### src/rtl/seg_execute_alu_arbiter_if.sv
// Request/result bundle for the shared execute-stage ALU arbiter.
// The two requesters and the result consumer sit on the master side.
// The arbiter sits on the slave side.
interface seg_execute_alu_arbiter_if #(
    parameter int LEN       = 32,
    parameter int NB_ALUCTL = 4
) ();
    logic                 i_req_0;
    logic                 i_req_1;
    logic [NB_ALUCTL-1:0] i_ALUctl_0;
    logic [NB_ALUCTL-1:0] i_ALUctl_1;
    logic [LEN-1:0]       i_data_a_0;
    logic [LEN-1:0]       i_data_a_1;
    logic [LEN-1:0]       i_data_b_0;
    logic [LEN-1:0]       i_data_b_1;
    logic                 o_gnt_0;
    logic                 o_gnt_1;
    logic                 o_valid;
    logic [LEN-1:0]       o_result;
    logic                 o_zero;
    logic                 o_tag;
    logic                 i_res_ready;

    modport master (
        output i_req_0, i_req_1, i_ALUctl_0, i_ALUctl_1,
        output i_data_a_0, i_data_a_1, i_data_b_0, i_data_b_1,
        output i_res_ready,
        input  o_gnt_0, o_gnt_1, o_valid, o_result, o_zero, o_tag
    );

    modport slave (
        input  i_req_0, i_req_1, i_ALUctl_0, i_ALUctl_1,
        input  i_data_a_0, i_data_a_1, i_data_b_0, i_data_b_1,
        input  i_res_ready,
        output o_gnt_0, o_gnt_1, o_valid, o_result, o_zero, o_tag
    );
endinterface

### src/rtl/seg_execute_alu_arbiter.sv
// Round-robin arbiter sharing one execute-stage ALU between the pipeline
// (port 0) and the debug/auxiliary path (port 1).
// The outcome is captured in a one-deep tagged result register that has a
// valid/ready output.
module seg_execute_alu_arbiter #(
    parameter int LEN       = 32,
    parameter int NB_ALUCTL = 4
) (
    input  logic                      i_clk,
    input  logic                      i_reset,
    seg_execute_alu_arbiter_if.slave  bus
);
    typedef enum logic {
        ST_EMPTY = 1'b0,
        ST_FULL  = 1'b1
    } state_t;

    state_t               state_r;
    logic                 valid_r;
    logic                 prio_r;
    logic                 zero_r;
    logic                 tag_r;
    logic [LEN-1:0]       result_r;

    logic                 sel_s;
    logic                 can_accept_s;
    logic                 gnt_0_s;
    logic                 gnt_1_s;
    logic                 grant_s;
    logic [NB_ALUCTL-1:0] alu_ctl_s;
    logic [LEN-1:0]       alu_a_s;
    logic [LEN-1:0]       alu_b_s;
    logic [LEN-1:0]       alu_out_s;

    // Choose the port to serve: a lone requester wins; under contention the pointer decides
    always_comb begin
        sel_s = 1'b0;
        if (bus.i_req_0 && bus.i_req_1) begin
            sel_s = prio_r;
        end else if (bus.i_req_1) begin
            sel_s = 1'b1;
        end else begin
            sel_s = 1'b0;
        end
    end

    // Grant only when the result register can take a new value; never during reset
    always_comb begin
        can_accept_s = !valid_r || bus.i_res_ready;
        gnt_0_s      = !i_reset && can_accept_s && bus.i_req_0 && !sel_s;
        gnt_1_s      = !i_reset && can_accept_s && bus.i_req_1 &&  sel_s;
        grant_s      = gnt_0_s || gnt_1_s;
    end

    // Steer the selected port's opcode and operands into the shared ALU
    always_comb begin
        if (sel_s) begin
            alu_ctl_s = bus.i_ALUctl_1;
            alu_a_s   = bus.i_data_a_1;
            alu_b_s   = bus.i_data_b_1;
        end else begin
            alu_ctl_s = bus.i_ALUctl_0;
            alu_a_s   = bus.i_data_a_0;
            alu_b_s   = bus.i_data_b_0;
        end
    end

    seg_execute_alu #(
        .LEN       (LEN),
        .NB_ALUCTL (NB_ALUCTL)
    ) u_alu (
        .i_ALUctl (alu_ctl_s),
        .i_data_a (alu_a_s),
        .i_data_b (alu_b_s),
        .o_ALUOut (alu_out_s)
    );

    // Result-register FSM: capture on grant, drain on consume, hold under backpressure
    always_ff @(posedge i_clk) begin
        if (i_reset) begin
            state_r  <= ST_EMPTY;
            valid_r  <= 1'b0;
            result_r <= {LEN{1'b0}};
            zero_r   <= 1'b0;
            tag_r    <= 1'b0;
            prio_r   <= 1'b0;
        end else begin
            if (grant_s) begin
                result_r <= alu_out_s;
                zero_r   <= (alu_out_s == {LEN{1'b0}});
                tag_r    <= sel_s;
                prio_r   <= ~sel_s;
            end else begin
                result_r <= result_r;
            end
            case (state_r)
                ST_EMPTY: begin
                    if (grant_s) begin
                        state_r <= ST_FULL;
                        valid_r <= 1'b1;
                    end else begin
                        state_r <= ST_EMPTY;
                        valid_r <= 1'b0;
                    end
                end
                ST_FULL: begin
                    if (grant_s || !bus.i_res_ready) begin
                        state_r <= ST_FULL;
                        valid_r <= 1'b1;
                    end else begin
                        state_r <= ST_EMPTY;
                        valid_r <= 1'b0;
                    end
                end
                default: begin
                    state_r <= ST_EMPTY;
                    valid_r <= 1'b0;
                end
            endcase
        end
    end

    assign bus.o_gnt_0  = gnt_0_s;
    assign bus.o_gnt_1  = gnt_1_s;
    assign bus.o_valid  = valid_r;
    assign bus.o_result = result_r;
    assign bus.o_zero   = zero_r;
    assign bus.o_tag    = tag_r;
endmodule

// Combinational MIPS execute ALU; unlisted opcodes produce zero.
module seg_execute_alu #(
    parameter int LEN       = 32,
    parameter int NB_ALUCTL = 4
) (
    input  logic [NB_ALUCTL-1:0] i_ALUctl,
    input  logic [LEN-1:0]       i_data_a,
    input  logic [LEN-1:0]       i_data_b,
    output logic [LEN-1:0]       o_ALUOut
);
    localparam int NB_SHAMT = $clog2(LEN);
    localparam int HALF     = LEN / 2;

    logic [NB_SHAMT-1:0] shamt_s;

    // Decode the operation; shifts take their amount from the low bits of operand B
    always_comb begin
        shamt_s  = i_data_b[NB_SHAMT-1:0];
        o_ALUOut = {LEN{1'b0}};
        case (i_ALUctl)
            4'b0000: o_ALUOut = i_data_a & i_data_b;
            4'b0001: o_ALUOut = i_data_a | i_data_b;
            4'b0010: o_ALUOut = i_data_a + i_data_b;
            4'b0011: o_ALUOut = i_data_a + i_data_b;
            4'b0110: o_ALUOut = i_data_a - i_data_b;
            4'b0111: o_ALUOut = {{(LEN-1){1'b0}}, ($signed(i_data_a) < $signed(i_data_b))};
            4'b1000: o_ALUOut = {i_data_b[HALF-1:0], {HALF{1'b0}}};
            4'b1001: o_ALUOut = i_data_a ^ i_data_b;
            4'b1010: o_ALUOut = ~(i_data_a | i_data_b);
            4'b1011: o_ALUOut = i_data_a << shamt_s;
            4'b1100: o_ALUOut = i_data_a >> shamt_s;
            4'b1101: o_ALUOut = $signed(i_data_a) >>> shamt_s;
            default: o_ALUOut = {LEN{1'b0}};
        endcase
    end
endmodule

### src/flat_wrapper.sv
// flat-port wrapper written by rule: the top's interface ports become plain ports
module seg_execute_alu_arbiter_flat 
#(
    parameter int LEN       = 32,
    parameter int NB_ALUCTL = 4
)
  (i_clk, i_reset, bus_i_req_0, bus_i_req_1, bus_i_ALUctl_0, bus_i_ALUctl_1, bus_i_data_a_0, bus_i_data_a_1, bus_i_data_b_0, bus_i_data_b_1, bus_i_res_ready, bus_o_gnt_0, bus_o_gnt_1, bus_o_valid, bus_o_result, bus_o_zero, bus_o_tag);
  seg_execute_alu_arbiter_if #(.LEN(LEN), .NB_ALUCTL(NB_ALUCTL)) bus_i ();
  input  logic i_clk;
  input  logic i_reset;
  input wire logic [$bits(bus_i.i_req_0)-1:0] bus_i_req_0;
  input wire logic [$bits(bus_i.i_req_1)-1:0] bus_i_req_1;
  input wire logic [$bits(bus_i.i_ALUctl_0)-1:0] bus_i_ALUctl_0;
  input wire logic [$bits(bus_i.i_ALUctl_1)-1:0] bus_i_ALUctl_1;
  input wire logic [$bits(bus_i.i_data_a_0)-1:0] bus_i_data_a_0;
  input wire logic [$bits(bus_i.i_data_a_1)-1:0] bus_i_data_a_1;
  input wire logic [$bits(bus_i.i_data_b_0)-1:0] bus_i_data_b_0;
  input wire logic [$bits(bus_i.i_data_b_1)-1:0] bus_i_data_b_1;
  input wire logic [$bits(bus_i.i_res_ready)-1:0] bus_i_res_ready;
  output wire logic [$bits(bus_i.o_gnt_0)-1:0] bus_o_gnt_0;
  output wire logic [$bits(bus_i.o_gnt_1)-1:0] bus_o_gnt_1;
  output wire logic [$bits(bus_i.o_valid)-1:0] bus_o_valid;
  output wire logic [$bits(bus_i.o_result)-1:0] bus_o_result;
  output wire logic [$bits(bus_i.o_zero)-1:0] bus_o_zero;
  output wire logic [$bits(bus_i.o_tag)-1:0] bus_o_tag;
  assign bus_i.i_req_0 = bus_i_req_0;
  assign bus_i.i_req_1 = bus_i_req_1;
  assign bus_i.i_ALUctl_0 = bus_i_ALUctl_0;
  assign bus_i.i_ALUctl_1 = bus_i_ALUctl_1;
  assign bus_i.i_data_a_0 = bus_i_data_a_0;
  assign bus_i.i_data_a_1 = bus_i_data_a_1;
  assign bus_i.i_data_b_0 = bus_i_data_b_0;
  assign bus_i.i_data_b_1 = bus_i_data_b_1;
  assign bus_i.i_res_ready = bus_i_res_ready;
  assign bus_o_gnt_0 = bus_i.o_gnt_0;
  assign bus_o_gnt_1 = bus_i.o_gnt_1;
  assign bus_o_valid = bus_i.o_valid;
  assign bus_o_result = bus_i.o_result;
  assign bus_o_zero = bus_i.o_zero;
  assign bus_o_tag = bus_i.o_tag;
  seg_execute_alu_arbiter #(.LEN(LEN), .NB_ALUCTL(NB_ALUCTL)) u_core (.i_clk(i_clk), .i_reset(i_reset), .bus(bus_i));
endmodule
### config.mk
export PLATFORM = sky130hd
export DESIGN_NAME = seg_execute_alu_arbiter_flat
export DESIGN_NICKNAME = d
export VERILOG_FILES = /design/src/rtl/seg_execute_alu_arbiter_if.sv /design/src/rtl/seg_execute_alu_arbiter.sv /design/src/flat_wrapper.sv
export SDC_FILE = /design/constraint.sdc
export NUM_CORES = 1
export LEC_CHECK = 0
export ABC_AREA = 1
export CAP_MARGIN = 20
export CORE_MARGIN = 2
export CORE_UTILIZATION = 40
export DETAILED_ROUTE_END_ITERATION = 16
export GPL_ROUTABILITY_DRIVEN = 0
export HOLD_SLACK_MARGIN = 0.15
export SYNTH_ARGS = -nofsm -noshare
export SYNTH_HDL_FRONTEND = slang
export SYNTH_HIERARCHICAL = 1
export SYNTH_SLANG_ARGS = --single-unit
### constraint.sdc
create_clock -name i_clk -period 4.3 [get_ports i_clk]
set_clock_uncertainty 0.1 [all_clocks]
set_input_delay 1.29 -clock i_clk [delete_from_list [all_inputs] [get_ports i_clk]]
set_output_delay 1.29 -clock i_clk [all_outputs]
set_load 0.01 [all_outputs]
==> run metrics <==
status complete, but fails checks; failing checks setup timing; die width 182 microns; Max Root-Sink Buffers 2; Startpoint Class primary input; FF-to-FF setup slack 590 ps; TritonRoute pass-1 iters 9; IO buf count 177; DPL Wire Length 61.0 mm; # IOs 178; Overflow after GRT 0; R2R depth 27; Core ar. 0.0314 sq mm; CP max-delay cell ha_4; EDFF count, synth 0; Max Transition Viols Final 0; Synth Area per Inst 4.87 sq um; H-tree Lvls 2; crit-path max cell delay 340 ps; Synth top area share 29.9%; final worst slack -150 ps; # DRC 0; CTS tree built; Synth Net Count 2851; total wire length 78.1 mm; Critical Path RT 4420 ps; Static Leak 0.0114 uW; Hold WC Path Type register to register; Placed Instance Area 0.0187 sq mm; Slew headroom 41.6%; CP arrival 4570 ps; Crit Path Max Fanout 7; WHS Path Cells 2; total CTS buffers 5; PwrDens 255 mW/mm^2; hold slack 370 ps; clock latency on the worst-skew pair 270 ps; Post-Layout Inst Area 0.0217 sq mm; Final period util 103%; VDD IR-drop max 164 uV; Crit path top cell by count nand2_1; FILL cells 2697; Seq cells post-synth 36; first-pass GRT wire length 114 mm; root buffer cell clkbuf_16; synth unique cells 39; leading area contributor after synthesis nand2_1; final setup fails 4; initial DRC count 3259; hold_buf cts 0; final hold vios 0; initial antenna violation count 0; ys async rst share 0%; Max Cap Violations 0; worst-margin pin slew 875 ps; ratio of cells with drive above 1 in the final layout 33.2%; drt wl/cell 21.2 microns; all-layer global routing usage 44.5%; Crit Path Class primary input to register; Mapped Area 0.0127 sq mm; Starting Density 40.5%; Seq/Total Area, Yosys 5.67%; vias per inst 5.84; RSZ-0062 raised after global routing true; Stages on worst setup path 27; Setup crit end kind register; layout net count 3532; dominant cells by area after synthesis nand2_1 (30%), nand3_1 (16%), ha_1 (9.9%); Sink Count 36; Ys Warns 6; vias in the first global route 19700; cell family with most CP delay simple AND/OR/NAND/NOR gates; Die Ht 182 microns; crit path time final 4450 ps; dominant synthesized flop cell dfxtp_1; post-route antenna net violation count 0; n_diodes 0; CTS clk-pin slew, worst paths 60 ps; Rows 65; die area 0.0332 sq mm; largest net degree at the start of global routing 73; FMAX 225 MHz; via count 21600; Area Growth Syn to Fin 71.0%; Synth Instances 2608; Worst Path Buf+Inv 5
cells in the mapped netlist (4+ instances only):
master / n
buf_1: 9
inv_1: 329
dfxtp_1: 36
nand2_2: 4
nand2_1: 1011
clkbuf_1: 34
o22ai_1: 15
a211oi_1: 4
inv_2: 12
nor2_4: 4
and2_1: 16
a21oi_1: 77
xor2_1: 4
nand3b_1: 7
buf_4: 6
ha_1: 100
nor2_1: 244
nand4_1: 38
buf_2: 63
nand3_1: 396
o211ai_1: 40
o21bai_1: 10
o21ai_1: 7
o21ai_0: 97
nor3_1: 17
o221ai_1: 7
repair_timing:
action / 4_1_cts / 5_1_grt
gates resized for setup: 433 / 222
gates cloned: 4 / 4
setup buffers: 35 / 25
endpoints found under the setup margin: 34 / 34
pin swaps: 66 / 81
registers in the layout, summed over array words and instances (netlist names):
name                 cells
u_core/bus.o_result     32
u_core/bus.o_tag         1
u_core/bus.o_valid       1
u_core/bus.o_zero        1
u_core/prio_r            1
worst paths after layout:
path,start,endpoint
max,bus_i_req_1,u_core/bus.o_zero$_SDFFE_PP0P_
min,u_core/bus.o_tag$_SDFFE_PP0P_,u_core/bus.o_tag$_SDFFE_PP0P_
max reg2reg,u_core/prio_r$_SDFFE_PP0P_,u_core/bus.o_zero$_SDFFE_PP0P_
min reg2reg,u_core/bus.o_tag$_SDFFE_PP0P_,u_core/bus.o_tag$_SDFFE_PP0P_
per-stage QoR:
step / instances / utilization (%) / total power (uW) / setup slack (ps) / TNS (ps)
after CTS: 3665 / 66.1 / 5020 / -296 / -2450
final: 3692 / 69.2 / 5540 / -150 / -355
after floorplan: 2608 / - / 2210 / 12.6 / 0
after detailed placement: 3618 / 59.7 / 4160 / -1210 / -23430
after global routing: 3692 / 69.2 / 5790 / -285 / -1530
after global placement: 3618 / 59.7 / 4130 / -1210 / -21720
where the power goes:
part	switching (uW)	leakage (uW)	internal (uW)
Sequential	18.2	0.000298	371
Combinational	2780	0.0110	2010
Clock	127	0.0000712	231
Total	2920	0.0114	2610
kinds of logic (layout without fill, tap and decap cells):
kind of cell,Yosys count,after routing,share of synthesized area [%]
fa+ha+maj,102,102,10.2
buf+inv,454,1136,14.2
flops,36,36,5.67
compound gates,265,265,12.1
xor+xnor,4,4,0.276
simple gates,1746,1746,57.5
mux,1,1,0.0788
area by class of cell:
cell class                 count  area, sq um  share of cell area, %
inverter                     341         1330                   6.10
multi-input combinational   2118        12100                   55.9
tap                          402          503                   2.32
sequential                    36          721                   3.32
clock buffer                   8          146                  0.674
timing repair buffer         787         6890                   31.7
cells in the final DEF, fill, tap and decap left out, drive strengths merged, types with 7 or more instances in the layout:
cell | Yosys | routed
a21oi | 77 | 77
and2 | 16 | 16
buf | 78 | 605
clkbuf | 35 | 13
clkdlybuf4s50 | 0 | 174
dfxtp | 36 | 36
ha | 100 | 100
inv | 341 | 340
nand2 | 1015 | 1015
nand3 | 396 | 396
nand3b | 7 | 7
nand4 | 38 | 38
nor2 | 251 | 251
nor3 | 18 | 18
o211ai | 40 | 40
o21ai | 104 | 104
o21bai | 10 | 10
o221ai | 7 | 7
o22ai | 15 | 15
per-layer routing:
| layer | GRT usage (%) | vias to the layer above | share of wire [%] |
|---|---|---|---|
| li1 | - | 9692 | - |
| met1 | 54.5 | 9533 | 35 |
| met2 | 65.5 | 1852 | 40 |
| met3 | 14.1 | 475 | 15 |
| met4 | 32.5 | 0 | 9.6 |
| met5 | 0 | - | 0 |
tightest hold or removal path: stages, from the launching register on:
cell and delay, ps:
dfxtp_1 310, nand3_1 70, nand2_1 50
(Power assumes the default switching activity.)
==> RTL change 1: new RTL, same settings <==
Make the reset (`i_reset`) asynchronous in one clocked block.
--- a/src/rtl/seg_execute_alu_arbiter.sv
+++ b/src/rtl/seg_execute_alu_arbiter.sv
@@ -77,5 +77,5 @@
 
     // Result-register FSM: capture on grant, drain on consume, hold under backpressure
-    always_ff @(posedge i_clk) begin
+    always_ff @(posedge i_clk or posedge i_reset) begin
         if (i_reset) begin
             state_r  <= ST_EMPTY;
Behaviour: differs if i_reset is asserted again (counterexample within 4 cycles, from zero or initial values and one cycle with i_reset high); with i_reset held inactive, the same outputs for 4 cycles.
==> RTL change 1 against the original RTL <==
- the run still ends with setup timing left
- critical path depth shrank 1
- sequential share of layout area is 0.93 points higher
- wire length down 4.8%
- total power increased by 30%
- synthesized area up 0.99%
- setup slack improved by 11 ps
- sequential cell count is the same
- final area decreased by 2.3%
- critical endpoint is now u_core/bus.o_zero
- largest cell class unchanged
- largest power group unchanged
==> RTL change 1: results <==
set metrics [dict create \
    synth_cell_types 40 \
    dr_total_vias 21100 \
    largest_reg_flops 32 \
    root_buffer "clkbuf_16" \
    synth_seq_area_share_pct 7.02 \
    ir_drop_v 0.000198 \
    clk_path_buf_depth 2 \
    grt_pass1_vias 19500 \
    cts_made_buffers 5 \
    synth_common_cells "1,110 x nand2_1, 395 x nand3_1, 331 x inv_1, 179 x nor2_1, 100 x ha_1" \
    path_clk_slew_ps 50 \
    place_area_um2 18800 \
    cp_max_fo 6 \
    numPortBuffers 177 \
    worst_slack_ps -139 \
    track_usage_pct 41.9 \
    grt_pass1_wl_um 107000 \
    synth_nets 2849 \
    p_leak_nw 11.5 \
    cp_slowest_cell "ha_4" \
    grt_max_degree 73 \
    relSlewSlack_pct 58.2 \
    violations "setup timing" \
    cp.arrival_ps 4570 \
    drt_wl_total_um 74400 \
    yosys-top-cells-area "nand2_1 32%, nand3_1 15%, ha_1 9.8%" \
    crit_family "simple AND/OR/NAND/NOR gates" \
    antenna_found_initial 1 \
    finalNetCount 3515 \
    fillCellCount 2871 \
    ys.flop_type "dfrtp_1" \
    dr.pass1.iters 6 \
    dpl.hpwl_um 58600 \
    drtIter0Drc 3017 \
    yosysWarnings 6 \
    synthArstFlopShare_pct 100 \
    ctsHtreeMaxLevel 2 \
    final-setup-viol-count 2 \
    clk_latency_ps 290 \
    drive_gt1_share_pct 29.9 \
    cp_slowest_stage_delay_ps 340 \
    min_path_type "flip-flop to flip-flop" \
    outcome "finished, violations left" \
]
==> RTL change 1: cell count changes after synthesis, moves of 2 or more <==
cell,unedited run,this run
nand2_1,1011,1110
o21ai_1,7,4
dfrtp_1,0,36
nor2_1,244,179
clkbuf_1,34,31
o21ai_0,97,69
dfxtp_1,36,0
inv_1,329,331
==> RTL change 1: area by class of cell <==
type,instances,area (um^2),area share (%)
timing repair buffer,769,6730,31.7
multi-input combinational,2118,11600,54.8
sequential,36,901,4.25
inverter,342,1310,6.17
antenna,1,2.50,0.0118
clock buffer,5,125,0.590
tap,402,503,2.37
clock inverter,3,18.8,0.0884
==> RTL change 1: what timing repair did <==
item,4_1_cts,5_1_grt
setup endpoints to repair,35,8
resized for setup,326,159
buffers inserted,30,19
pin swaps,79,95
gates cloned,6,2
==> RTL change 1: final timing paths <==
path / startpoint / to / cells after the start / slack (ps)
hold / removal: u_core/bus.o_result[15] / u_core/bus.o_result[15] / 2 / 380
setup reg to reg: u_core/prio_r / u_core/bus.o_zero / 26 / 540
min in group asynchronous: i_reset / u_core/bus.o_result[20] / 3 / 1390
max in group asynchronous: i_reset / u_core/bus.o_result[1] / 3 / 2370
hold reg to reg: u_core/bus.o_result[15] / u_core/bus.o_result[15] / 2 / 380
setup / recovery: bus_i_req_1 / u_core/bus.o_zero / 26 / -140
==> RTL change 1: logic make-up (layout without fill, tap and decap cells) <==
group                    count (synthesis)  count (layout)  share of synthesized area, %
AO/OA/AOI/OAI                          233             233                          10.7
buffers and inverters                  452            1119                          14.0
adder cells (fa/ha/maj)                102             102                          10.1
flip-flops                              36              36                          7.02
AND/OR/NAND/NOR                       1778            1778                          57.8
multiplexers                             1               1                        0.0780
other                                    0               1                             0
XOR/XNOR                                 4               4                         0.273
==> RTL change 1: stage by stage <==
stage          hold slack (ps)  setup WS, ps  TNS, ps  instances
3_3_place_gp               366         -1170   -19480       3611
3_5_place_dp               364         -1100   -20740       3611
5_1_grt                    406          -286     -491       3675
2_1_floorplan              407          16.8        0       2606
4_1_cts                    380         0.789        0       3655
6_report                   380          -139     -151       3676
==> RTL change 1: power by group <==
| part | leakage (nW) | switching, W | internal (W) |
|---|---|---|---|
| clock network | 0.0736 | 0.000149 | 0.000213 |
| registers | 0.458 | 0.0000731 | 0.000460 |
| logic | 10.9 | 0.00358 | 0.00273 |
==> RTL change 1: worst min-delay path: stages, from the launching register on <==
cell and delay, ps:
dfrtp_1 340, nand2_1 50, nand2_1 60
==> RTL change 1: metal layers <==
metal	vias up	GRT usage, %	part of all wire, %
met3	357	10.6	14
li1	9623	-	-
met2	1498	65.2	42
met4	0	25.2	7.6
met1	9651	52.0	36
met5	-	0	0
==> RTL change 2: new RTL, config.mk and constraints unchanged <==
Made on the original files. `NB_ALUCTL` is set to 4 in 4 places; all go to 8.
--- a/src/rtl/seg_execute_alu_arbiter_if.sv
+++ b/src/rtl/seg_execute_alu_arbiter_if.sv
@@ -4,5 +4,5 @@
 interface seg_execute_alu_arbiter_if #(
     parameter int LEN       = 32,
-    parameter int NB_ALUCTL = 4
+    parameter int NB_ALUCTL = 8
 ) ();
     logic                 i_req_0;
--- a/src/rtl/seg_execute_alu_arbiter.sv
+++ b/src/rtl/seg_execute_alu_arbiter.sv
@@ -5,5 +5,5 @@
 module seg_execute_alu_arbiter #(
     parameter int LEN       = 32,
-    parameter int NB_ALUCTL = 4
+    parameter int NB_ALUCTL = 8
 ) (
     input  logic                      i_clk,
@@ -132,5 +132,5 @@
 module seg_execute_alu #(
     parameter int LEN       = 32,
-    parameter int NB_ALUCTL = 4
+    parameter int NB_ALUCTL = 8
 ) (
     input  logic [NB_ALUCTL-1:0] i_ALUctl,
--- a/src/flat_wrapper.sv
+++ b/src/flat_wrapper.sv
@@ -3,5 +3,5 @@
 #(
     parameter int LEN       = 32,
-    parameter int NB_ALUCTL = 4
+    parameter int NB_ALUCTL = 8
 )
   (i_clk, i_reset, bus_i_req_0, bus_i_req_1, bus_i_ALUctl_0, bus_i_ALUctl_1, bus_i_data_a_0, bus_i_data_a_1, bus_i_data_b_0, bus_i_data_b_1, bus_i_res_ready, bus_o_gnt_0, bus_o_gnt_1, bus_o_valid, bus_o_result, bus_o_zero, bus_o_tag);
Interface: changed (resized bus_i_ALUctl_0 and bus_i_ALUctl_1); port bits go from 178 to 186. The function was not compared with the original's and may differ.
==> RTL change 2 against the original RTL <==
- the run still ends with setup timing left
- total power fell by 18%
- critical endpoint unchanged
- combinational power shrank 22%
- final area decreased by 5.5%
- wire length down 6.0%
- setup slack got worse by 110 ps
- synthesized area is 3.6% higher
- first-iteration DRC count decreased by 3.6%
- sequential power down 2%
- sequential cell count unchanged
- worst hold slack gained 7.2 ps
==> RTL change 2: results <==
set metrics [dict create \
    outcome "finished, violations left" \
    violations "setup timing" \
    grt_max_degree 71 \
    place_area_um2 18800 \
    synth_nets 2917 \
    grtUsageMet3_pct 9.30 \
    relSlewSlack_pct 39.0 \
    p_per_area_nw_per_um2 222 \
    final-setup-viol-count 3 \
    worst_hold_slack_ps 377 \
    nonClkBufAreaFrac_pct 30.0 \
    n_all_buffers 706 \
    drt_wl_total_um 73400 \
    ctsResizeCount 163 \
    setup-tns-final_ps -344 \
    track_usage_pct 40.9 \
    numPortBuffers 185 \
    nMultiInputCombCells 2192 \
    wl_met1_um 27700 \
    synthCells 2665 \
    antenna_found_initial 1 \
    cp.arrival_ps 4680 \
    clk_share_pct 0.817 \
    synth_common_cells "1,050 x nand2_1, 427 x nand3_1, 304 x inv_1, 264 x nor2_1, 101 x ha_1" \
    critical_path.startpoint "bus_i_req_0" \
    postCtsSetupBuffers 13 \
    synth_cell_types 49 \
    antennaDiodeCount 1 \
    drive_gt1_share_pct 26.0 \
    worst_slack_ps -255 \
    grt_pass1_vias 19200 \
    inv_count 321 \
]
==> RTL change 2: changes by cell type after synthesis, sizes merged, moves of 5 or more <==
cell	before	now
nor2	251	277
nand3	396	427
buf	78	86
nand4	38	44
o211ai	40	16
inv	341	320
o21ai	104	92
clkbuf	35	30
nor3	18	26
o221ai	7	2
and2	16	10
a21oi	77	72
nand2	1015	1064
==> RTL change 2: logic make-up (layout without fill, tap and decap cells) <==
kind of cell / after synthesis / after routing / synth area share, %
compound gates: 225 / 225 / 9.73
xor+xnor: 4 / 4 / 0.266
fa+ha+maj: 103 / 103 / 9.90
buf+inv: 437 / 1035 / 14.6
flops: 36 / 36 / 5.48
other cells: 0 / 1 / 0
simple gates: 1860 / 1860 / 60.1
==> RTL change 2: power by group <==
part,leakage [nW],internal (W),switching [W]
logic,10.7,0.00157,0.00219
registers,0.297,0.000364,0.0000171
clock network,0.0798,0.000272,0.000150
total,11.1,0.00221,0.00235
